--- config.mk ---
export PLATFORM = sky130hd
export DESIGN_NAME = mul_share_arb
export DESIGN_NICKNAME = d
export VERILOG_FILES = /design/src/rtl/mul_share_arb.sv
export SDC_FILE = /design/constraint.sdc
export NUM_CORES = 1
export LEC_CHECK = 0
export CAP_MARGIN = 10
export CORE_ASPECT_RATIO = 1.1
export CORE_MARGIN = 2
export CORE_UTILIZATION = 40
export CTS_BUF_LIST = sky130_fd_sc_hd__clkbuf_8
export DETAILED_ROUTE_END_ITERATION = 6
export GPL_ROUTABILITY_DRIVEN = 1
export MAX_ROUTING_LAYER = met4
export PLACE_DENSITY = 0.86
export SETUP_SLACK_MARGIN = 0.02
export SYNTH_ARGS = -nofsm -noshare
export SYNTH_HDL_FRONTEND = slang
export SYNTH_SLANG_ARGS = --single-unit
export TNS_END_PERCENT = 20
--- constraint.sdc ---
create_clock -name clk -period 2.26 [get_ports clk]
set_input_delay 0.226 -clock clk [delete_from_list [all_inputs] [get_ports clk]]
set_output_delay 0.226 -clock clk [all_outputs]
set_load 0.01 [all_outputs]
--- src/rtl/mul_share_arb.sv ---
// Round-robin arbiter sharing one sequential Q10 multiplier among N_REQ requesters,
// with a per-transaction watchdog that aborts a hung multiplier.
module mul_share_arb #(
    parameter int unsigned N_REQ   = 4,
    parameter int unsigned DW      = 12,
    parameter int unsigned TIMEOUT = 24
) (
    input  logic                  clk,
    input  logic                  rst_n,
    input  logic [N_REQ-1:0]      req_i,
    input  logic [N_REQ*DW-1:0]   a_i,
    input  logic [N_REQ*DW-1:0]   b_i,
    output logic [N_REQ-1:0]      ack_o,
    output logic [DW-1:0]         result_o,
    output logic                  timeout_err_o,
    output logic                  busy_o,
    output logic                  mul_start_o,
    output logic [DW-1:0]         mul_a_o,
    output logic [DW-1:0]         mul_b_o,
    input  logic [DW-1:0]         mul_y_i,
    input  logic                  mul_done_i
);

    localparam int unsigned GW = (N_REQ > 1) ? $clog2(N_REQ) : 1;
    localparam int unsigned CW = 8;

    typedef enum logic [1:0] {
        S_IDLE    = 2'd0,
        S_LAUNCH  = 2'd1,
        S_WAIT    = 2'd2,
        S_DELIVER = 2'd3
    } state_t;

    state_t             state_q;
    logic [GW-1:0]      grant_q;
    logic [GW-1:0]      last_grant_q;
    logic [CW-1:0]      cnt_q;
    logic [N_REQ-1:0]   ack_q;
    logic [DW-1:0]      result_q;
    logic               timeout_err_q;
    logic               busy_q;
    logic               mul_start_q;
    logic [DW-1:0]      mul_a_q;
    logic [DW-1:0]      mul_b_q;

    logic               pick_valid_c;
    logic [GW-1:0]      pick_idx_c;

    // First pending request searching upward from the one after the last grant.
    always_comb begin
        pick_valid_c = 1'b0;
        pick_idx_c   = '0;
        for (int unsigned i = 1; i <= N_REQ; i++) begin
            int unsigned cand;
            cand = (32'(last_grant_q) + i) % N_REQ;
            if (!pick_valid_c && req_i[GW'(cand)]) begin
                pick_valid_c = 1'b1;
                pick_idx_c   = GW'(cand);
            end
        end
    end

    always_ff @(posedge clk or negedge rst_n) begin
        if (!rst_n) begin
            state_q       <= S_IDLE;
            grant_q       <= '0;
            last_grant_q  <= GW'(N_REQ - 1);
            cnt_q         <= '0;
            ack_q         <= '0;
            result_q      <= '0;
            timeout_err_q <= 1'b0;
            busy_q        <= 1'b0;
            mul_start_q   <= 1'b0;
            mul_a_q       <= '0;
            mul_b_q       <= '0;
        end else begin
            mul_start_q   <= 1'b0;
            ack_q         <= '0;
            timeout_err_q <= 1'b0;
            case (state_q)
                S_IDLE: begin
                    if (pick_valid_c) begin
                        grant_q     <= pick_idx_c;
                        mul_a_q     <= a_i[32'(pick_idx_c)*DW +: DW];
                        mul_b_q     <= b_i[32'(pick_idx_c)*DW +: DW];
                        mul_start_q <= 1'b1;
                        busy_q      <= 1'b1;
                        state_q     <= S_LAUNCH;
                    end
                end
                S_LAUNCH: begin
                    cnt_q   <= '0;
                    state_q <= S_WAIT;
                end
                S_WAIT: begin
                    cnt_q <= cnt_q + CW'(1);
                    // A done arriving on the last watchdog cycle still counts as success.
                    if (mul_done_i) begin
                        result_q <= mul_y_i;
                        ack_q    <= N_REQ'(1) << grant_q;
                        state_q  <= S_DELIVER;
                    end else if (cnt_q == CW'(TIMEOUT - 1)) begin
                        result_q      <= '0;
                        timeout_err_q <= 1'b1;
                        ack_q         <= N_REQ'(1) << grant_q;
                        state_q       <= S_DELIVER;
                    end
                end
                S_DELIVER: begin
                    last_grant_q <= grant_q;
                    busy_q       <= 1'b0;
                    state_q      <= S_IDLE;
                end
                default: state_q <= S_IDLE;
            endcase
        end
    end

    assign ack_o         = ack_q;
    assign result_o      = result_q;
    assign timeout_err_o = timeout_err_q;
    assign busy_o        = busy_q;
    assign mul_start_o   = mul_start_q;
    assign mul_a_o       = mul_a_q;
    assign mul_b_o       = mul_b_q;

endmodule

# Word-level counts from Yosys, hierarchy flattened
# Cells that the tools add are included.
# Widths: inputs -> output; s select.
[classes]
n_addsub = 5
mul = 1
n_lt_le_gt_ge = 4
eq_ne = 6
shift = 3
muxes = 33
reduce_logical = 14
[op_table]
columns = ["operator", "count"]
rows = [
  ["$shiftx 48x7->12", 2],
  ["$mux 12", 2],
  ["$pmux 8 s2", 1],
  ["$mux 1", 14],
  ["$mux 2", 7],
  ["$lt 2x3->1 const B", 4],
  ["$mux 4", 3],
  ["$add 8x1->8 const B", 1],
  ["$bmux 1 s2", 4],
  ["$eq 8x5->1 const B", 1],
  ["$pmux 2 s4", 1],
  ["$reduce_and 2->1", 4],
  ["$reduce_bool 2->1", 3],
  ["$add 2x1->2 const B", 2],
  ["$add 2x2->2 const B", 2],
  ["$eq 2x2->1 const B", 2],
  ["$mul 2x2->4 const B", 1],
  ["$shl 1x2->4 const A", 1],
  ["$logic_and 1x1->1", 3],
  ["$logic_not 1->1", 3],
  ["$ne 3x3->1 const B", 1],
  ["$eq 2x1->1 const B", 1],
  ["$logic_not 2->1", 1],
  ["$ne 2x2->1 const B", 1],
  ["$pmux 1 s2", 1],
]
[word_totals]
ff_bits = 57
output_inout_bits = 43
wordCells = 77

# Logic depth before layout (Yosys ltp)
# Gate-level depths: netlist of run 1.
[logic_depth]
word_depth = 15
ltp_mapped = 8
ltp_nobuf = 6

# Worst setup path after synthesis of run 1
# No wires, ideal clock.
[synth_timing]
path_kind = "flip-flop to flip-flop"
start = "register last_grant_q[0]"
end = "register mul_a_q[8] (netlist: mul_a_o[8])"
t_arrival_ns = 1.591
path_slack_ns = 0.526
path_stages_with_launch = 8
synth_period_minus_slack_ns = 1.734
cell_sequence = "dfstp_2 nand2b_1 a21boi_1 nor3b_2 buf_6 buf_6 mux2i_1 o221ai_1"
[synth_via]
elab_chain_len = 15
word_cells_on_any_way = 29
cone_classes = "add/sub (4); mul (1); shift (1); mux (16); reduce/logical (7)"
[synth_lines]
columns = ["item", "line_no", "source"]
rows = [
  ["start, declared", "36", "logic [GW-1:0] last_grant_q;"],
  ["start signal, assigned", "67", "last_grant_q <= GW'(N_REQ - 1);"],
  ["start signal, assigned", "110", "last_grant_q <= grant_q;"],
  ["$add 2x1->2", "55", "cand = (32'(last_grant_q) + i) % N_REQ;"],
  ["$bmux 1 s2", "56", "if (!pick_valid_c && req_i[GW'(cand)]) begin"],
  ["$mux 1 (not written as such)", "56", ""],
  ["$mux 1", "56", ""],
  ["$logic_not 1->1", "56", ""],
  ["$logic_and 1x1->1", "56", ""],
  ["$mux 1", "56", ""],
  ["$logic_not 1->1", "56", ""],
  ["$logic_and 1x1->1", "56", ""],
  ["$mux 1", "56", ""],
  ["$logic_not 1->1", "56", ""],
  ["$logic_and 1x1->1", "56", ""],
  ["$mux 2", "56", ""],
  ["$mul 2x2->4", "84", "mul_a_q <= a_i[32'(pick_idx_c)*DW +: DW];"],
  ["$shiftx 48x7->12", "84", ""],
  ["end signal, assigned", "84", ""],
  ["end, declared", "43", "logic [DW-1:0] mul_a_q;"],
]
# Several ways; a longest one is shown, not always the timed one. The select of a mux whose other input is x is not followed.
# A chain may end at the register's enable or synchronous reset.

# Worst setup path in the final report of run 1
[layout_timing]
start = "register last_grant_q[0]"
end = "register mul_b_q[5] (netlist: mul_b_o[5])"
[layout_via]
elab_chain_len = 15
word_cells_on_any_way = 29
cone_classes = "add/sub (4); mul (1); shift (1); mux (16); reduce/logical (7)"
[layout_lines]
columns = ["item", "line_no", "source"]
rows = [
  ["$add 2x1->2", "55", ""],
  ["$bmux 1 s2", "56", ""],
  ["$mux 1 (not written as such)", "56", ""],
  ["$mux 1", "56", ""],
  ["$logic_not 1->1", "56", ""],
  ["$logic_and 1x1->1", "56", ""],
  ["$mux 1", "56", ""],
  ["$logic_not 1->1", "56", ""],
  ["$logic_and 1x1->1", "56", ""],
  ["$mux 1", "56", ""],
  ["$logic_not 1->1", "56", ""],
  ["$logic_and 1x1->1", "56", ""],
  ["$mux 2", "56", ""],
  ["$mul 2x2->4", "85", "mul_b_q <= b_i[32'(pick_idx_c)*DW +: DW];"],
  ["$shiftx 48x7->12", "85", ""],
  ["end signal, assigned", "85", ""],
  ["end, declared", "44", "logic [DW-1:0] mul_b_q;"],
]
# Several ways; a longest one is shown, not always the timed one. The select of a mux whose other input is x is not followed.

==> impl_metrics.yaml, run 1 <==
timing:
  rsz0062_at_grt: "false"
  finalSetupTns_ns: 0
  slew_viol_final: 0
  hold_violations: 0
  finClkSkew_ns: 0.00843
  fmax_ghz: 0.508
  worstMarginPinSlew_ns: 0.678
  fin_crit_sh: 0.870
  relSlewSlack: 0.548
  timing.final.ws_setup_ns: 0.293
  layout_min_cycle_time_ns: 1.97
  setup_viol: 0
setup_path:
  r2r-start: "last_grant_q[0]$_DFFE_PN1P_"
  required_ns: 2.46
  path_class: "register to register"
  cp_max_fo: 48
  cp-end-kind: "register"
  r2r_cells: 6
  cp-start-kind: "register"
  r2r_setup_slack_ns: 0.29
  r2r_end: "mul_b_o[5]$_DFFE_PN0P_"
  worst_ep_arrival_time_ns: 2.17
die:
  die_h_um: 94.1
  design.core.area_mm2: 0.00709
  io_pins: 158
  fp.dieW_um: 85.9
  start_util: 0.417
  placementRows: 32
  design.die.area_mm2: 0.00809
cells_and_area:
  antenna_cells: 0
  areaGrowthSynthToFinish_pct: 63.8
  drive_above_1_share: 0.0839
  fillers: 541
  seq_area_mm2: 0.00143
  final_nets: 544
  multiInputGateArea_mm2: 0.00141
global_routing:
  grt_max_degree: 49
  antenna_found_initial: 0
  grt_usage: 0.235
  grt_pass1_vias: 2902
  grt_first_pass_wirelength_um: 14200
  gr-total-overflow: 0
clock_network:
  tritoncts: "built"
  cts-root-to-sink-buffers: 2
  clk_pin_slew_ns: 0.07
  clk_latency_ns: 0.33
  clock_sinks: 57
  h-tree-depth: 3
  numCtsBuffers: 9
  cts_setup_buffers: 0
  root_buffer: "clkbuf_8"
place:
  gp_congestion: 0.785
  place_ws_ns: 0.0620
  io_buffers: 157
  place_hpwl_um: 7070
drt:
  drcViolationCount: 0
  ant_nets: 0
  drt_iter0_drc: 55
  vias: 2791
  drtPass1Iterations: 4
  via_per_inst: 5.43
  drt_wl_total_um: 9300
  wire_per_inst_um: 18.1
synth:
  synthFlopType: "dfrtp_1"
  synth_nets: 384
  ys_seq_area_frac: 0.484
  yosysMostFrequentCell: "dfrtp_1"
  ys_types: 39
  ys_async_sr_fraction: 1.00
  synth.cell_area_mm2: 0.00295
  avgSynthCellArea_um2: 11.2
  synth_area_leaders: "dfrtp_1 (47%), mux2i_1 (17%), o221ai_1 (7.4%)"
  synth_seq_cells: 57
  yosysTopAreaCell: "dfrtp_1"
  yosys.area.top_type_share: 0.466
  syn_inst: 264
  synth_edf_count: 0
  yosys_warnings: 0
  synthTopCellsByCount: "dfrtp_1 (55), mux2i_1 (49), nand2_1 (38)"
pwr:
  p_leak_nw: 2.10
  powerDensity_mw_per_mm2: 1140
  ir_drop_v: 0.000644
run_status:
  run_status: "finished clean"
hold_path:
  hp-class: "input port to async pin"
run:
  drv_cap: 0
## where the power goes
group / switching (W) / leakage [nW] / total (W) / internal, W
Clock: 0.000413 / 0.102 / 0.000944 / 0.000531
Combinational: 0.00130 / 1.28 / 0.00283 / 0.00153
Sequential: 0.000277 / 0.720 / 0.00173 / 0.00145
## final cells by class
class / count / share of cell area
clock buffer: 10 / 0.0284
sequential: 57 / 0.295
inverter: 6 / 0.00465
timing repair buffer: 166 / 0.346
multi-input combinational: 184 / 0.292
clock inverter: 6 / 0.0119
tap: 85 / 0.0220
## metrics by stage
stage | hold WS, ns | utilization | total power, W | area (um^2) | instances
after CTS | 0.385 | 0.683 | 0.00556 | 4840 | 514
final | 0.378 | 0.683 | 0.00551 | 4840 | 514
after global routing | 0.427 | 0.683 | 0.00586 | 4840 | 514
after global placement | 0.207 | 0.654 | 0.00450 | 4630 | 497
after detailed placement | 0.222 | 0.654 | 0.00458 | 4630 | 497
after floorplan | -0.0696 | - | 0.00328 | 2950 | 264
## worst max-delay path by stage
stage | from | end | slack [ns]
floorplan | last_grant_q[0]$_DFFE_PN1P_ | mul_a_o[8]$_DFFE_PN0P_ | 0.53
global placement | req_i[2] | mul_a_o[8]$_DFFE_PN0P_ | 0.15
detailed placement | req_i[2] | mul_b_o[5]$_DFFE_PN0P_ | 0.06
CTS | last_grant_q[0]$_DFFE_PN1P_ | mul_b_o[5]$_DFFE_PN0P_ | 0.31
global route | last_grant_q[0]$_DFFE_PN1P_ | mul_b_o[6]$_DFFE_PN0P_ | 0.20
finish | last_grant_q[0]$_DFFE_PN1P_ | mul_b_o[5]$_DFFE_PN0P_ | 0.29
## critical path: stages, from the launching register on
cell	delay (ns)
dfstp_2	0.56
nand2b_1	0.14
a21boi_1	0.12
nor3b_4	0.25
buf_12	0.33
mux2i_1	0.28
o221ai_1	0.14
## kinds of logic (layout without fill, tap and decap cells)
kind of cell,after synthesis,after routing,share of synthesized area
buffers and inverters,23,188,0.0432
AOI/OAI and AO/OA,56,56,0.150
DFF,57,57,0.484
and+or+nand+nor,70,70,0.122
xor gates and xnor gates,1,1,0.00297
adders and majority gates,5,5,0.0212
muxes,52,52,0.177
## state kept, by name, indices dropped and copies added (netlist names)
signal	cells
busy_o	1
mul_start_o	1
mul_a_o	12
grant_q	2
result_o	12
timeout_err_o	1
ack_o	4
cnt_q	8
last_grant_q	2
mul_b_o	12
state_q	2
## layer usage
metal	global-route usage	up-vias	routed length, um
li1	-	1310	-
met1	0.247	1352	3530
met2	0.400	116	4590
met3	0.0870	13	1010
met4	0.0939	0	167
met5	-	-	0
## layout by cell type (no fill, tap or decap), types with 2 or more instances in the layout
cell             count
nand3_1              4
dfrtp_1             55
nor2_1               6
nand2_1             38
a22o_1              12
o21ai_0              9
a21oi_1              3
buf_12               3
clkinv_2             4
o221ai_1            25
or3_1                2
dfstp_2              2
mux2i_1             49
clkbuf_8            10
and3_1               2
nor3_1               2
nand2b_1             4
nand4_1              2
inv_1                5
buf_4                5
nor3b_2              2
mux2_2               2
ha_1                 5
clkdlybuf4s50_1    156
## timing repair
item	CTS	global route
resized for setup	0	0
hold endpoints to repair	20	0
hold buffers	1	0
No activity file was read; power rests on OpenSTA's default activity.
==> inputs of run 2 (changes only) <==
--- a/config.mk
+++ b/config.mk
@@ -15,6 +15,7 @@
 export MAX_ROUTING_LAYER = met4
 export PLACE_DENSITY = 0.86
 export SETUP_SLACK_MARGIN = 0.02
+export SKIP_CTS_REPAIR_TIMING = 1
 export SYNTH_ARGS = -nofsm -noshare
 export SYNTH_HDL_FRONTEND = slang
 export SYNTH_SLANG_ARGS = --single-unit
==> constraint.sdc (replaced) <==
create_clock -name clk -period 1.95 [get_ports clk]
set_input_delay 0.195 -clock clk [delete_from_list [all_inputs] [get_ports clk]]
set_output_delay 0.195 -clock clk [all_outputs]
set_load 0.01 [all_outputs]
==> impl_metrics.yaml, run 2 (synthesized netlist as in run 1, its figures left out) <==
run_status:
  run_status: "finished clean"
timing:
  relSlewSlack: 0.700
  rsz0062_at_grt: "true"
  fin_crit_sh: 0.961
  worstMarginPinSlew_ns: 0.448
  layout_min_cycle_time_ns: 1.87
  hold_violations: 0
  finClkSkew_ns: 0.00585
  slew_viol_final: 0
  fmax_ghz: 0.534
  setup_viol: 0
cells_and_area:
  final_nets: 558
  layout_commonest_cell: "clkdlybuf4s50_1"
  instances_no_fill: 528
  layout_common_cells: "clkdlybuf4s50_1 (156), dfrtp_1 (55), mux2i_1 (46)"
  antenna_cells: 0
  fillers: 506
  areaGrowthSynthToFinish_pct: 71.2
  postLayoutCoreUtil: 0.713
  drive_above_1_share: 0.124
drt:
  drtPass1Iterations: 4
  ant_nets: 0
  wire_per_inst_um: 18.7
  drt_iter0_drc: 116
  drt_wl_total_um: 9860
  via_per_inst: 5.39
  drcViolationCount: 0
  vias: 2845
clock_network:
  tritoncts: "built"
  cts-root-to-sink-buffers: 2
  numCtsBuffers: 9
  root_buffer: "clkbuf_8"
  clock_sinks: 57
  clk_pin_slew_ns: 0.06
  clk_latency_ns: 0.33
  h-tree-depth: 3
setup_path:
  cp-end-kind: "register"
  worst_ep_arrival_time_ns: 2.06
  cp-start-kind: "register"
  crit_path_frequent_cell: "buf_12"
  path_cells: "nand2b_4 > a21oi_2 > nor3b_4 > buf_12 > buf_12 > mux2i_1 > o221ai_1"
  max_stage_delay_ns: 0.56
  cp_num_buf_inv: 2
  required_ns: 2.13
  cpMaxStageDelayCell: "dfstp_2"
  path_class: "register to register"
  crit_family: "flip-flops"
  cp_max_fo: 14
place:
  gp_congestion: 0.835
  io_buffers: 157
  place_hpwl_um: 7160
  dp.cells: 510
global_routing:
  grt_first_pass_wirelength_um: 14700
  grt_usage: 0.244
  antenna_found_initial: 0
  grt_max_degree: 58
  gr-total-overflow: 0
  grt_pass1_vias: 2906
hold_path:
  hp-class: "input port to async pin"
pwr:
  ir_drop_v: 0.000615
  powerDensity_mw_per_mm2: 1340
  p_leak_nw: 2.21
die:
  die_h_um: 94.1
  fp.dieW_um: 85.9
  placementRows: 32
  start_util: 0.417
  design.die.area_mm2: 0.00809
  io_pins: 158
  design.core.area_mm2: 0.00709
run:
  drv_cap: 0
-- run 2: where the power goes --
group / switching [W] / total, W / internal (W)
Sequential: 0.000330 / 0.00202 / 0.00169
Combinational: 0.00161 / 0.00368 / 0.00207
Clock: 0.000451 / 0.00106 / 0.000606
-- run 2: worst paths after layout --
path,start,endpoint,slack (ns),depth (start not counted)
min in group clk,mul_y_i[6],result_o[6]$_DFFE_PN0P_,0.46,2
worst min register to register,mul_a_o[4]$_DFFE_PN0P_,mul_a_o[4]$_DFFE_PN0P_,0.49,2
worst max-delay path,last_grant_q[0]$_DFFE_PN1P_,mul_b_o[7]$_DFFE_PN0P_,0.08,7
worst max register to register,last_grant_q[0]$_DFFE_PN1P_,mul_b_o[7]$_DFFE_PN0P_,0.08,7
max in group asynchronous,rst_n,last_grant_q[1]$_DFFE_PN1P_,1.25,3
worst min-delay path,rst_n,result_o[1]$_DFFE_PN0P_,0.40,3
-- run 2: tightest hold or removal path: stages --
cell and delay [ns]:
dlygate4sd3_1 0.52, buf_2 0.12, buf_12 0.29
-- run 2: stage by stage --
step | total power (W) | TNS, ns | hold WS, ns | area [um^2] | setup slack [ns]
after floorplan | 0.00380 | 0 | -0.101 | 2950 | 0.216
after global placement | 0.00544 | -0.0521 | 0.220 | 4770 | -0.0521
after detailed placement | 0.00555 | -0.870 | 0.223 | 4770 | -0.104
after CTS | 0.00664 | 0 | -0.137 | 4960 | 0.0592
after global routing | 0.00716 | -0.00343 | 0.416 | 5060 | -0.00343
final | 0.00675 | 0 | 0.404 | 5060 | 0.0768
-- run 2: cell type report --
type / count / area (um^2) / area share
inverters: 6 / 22.5 / 0.00445
flip-flops and latches: 57 / 1430 / 0.283
clock inverters: 6 / 51.3 / 0.0101
clock buffers: 10 / 138 / 0.0272
repair buffers: 180 / 1840 / 0.364
multi-input cells: 184 / 1470 / 0.290
well taps: 85 / 106 / 0.0210
-- run 2: routing by layer --
metal	track usage	wire, um
met3	0.0782	975
met5	-	0
met4	0.104	235
met2	0.397	4830
met1	0.277	3810
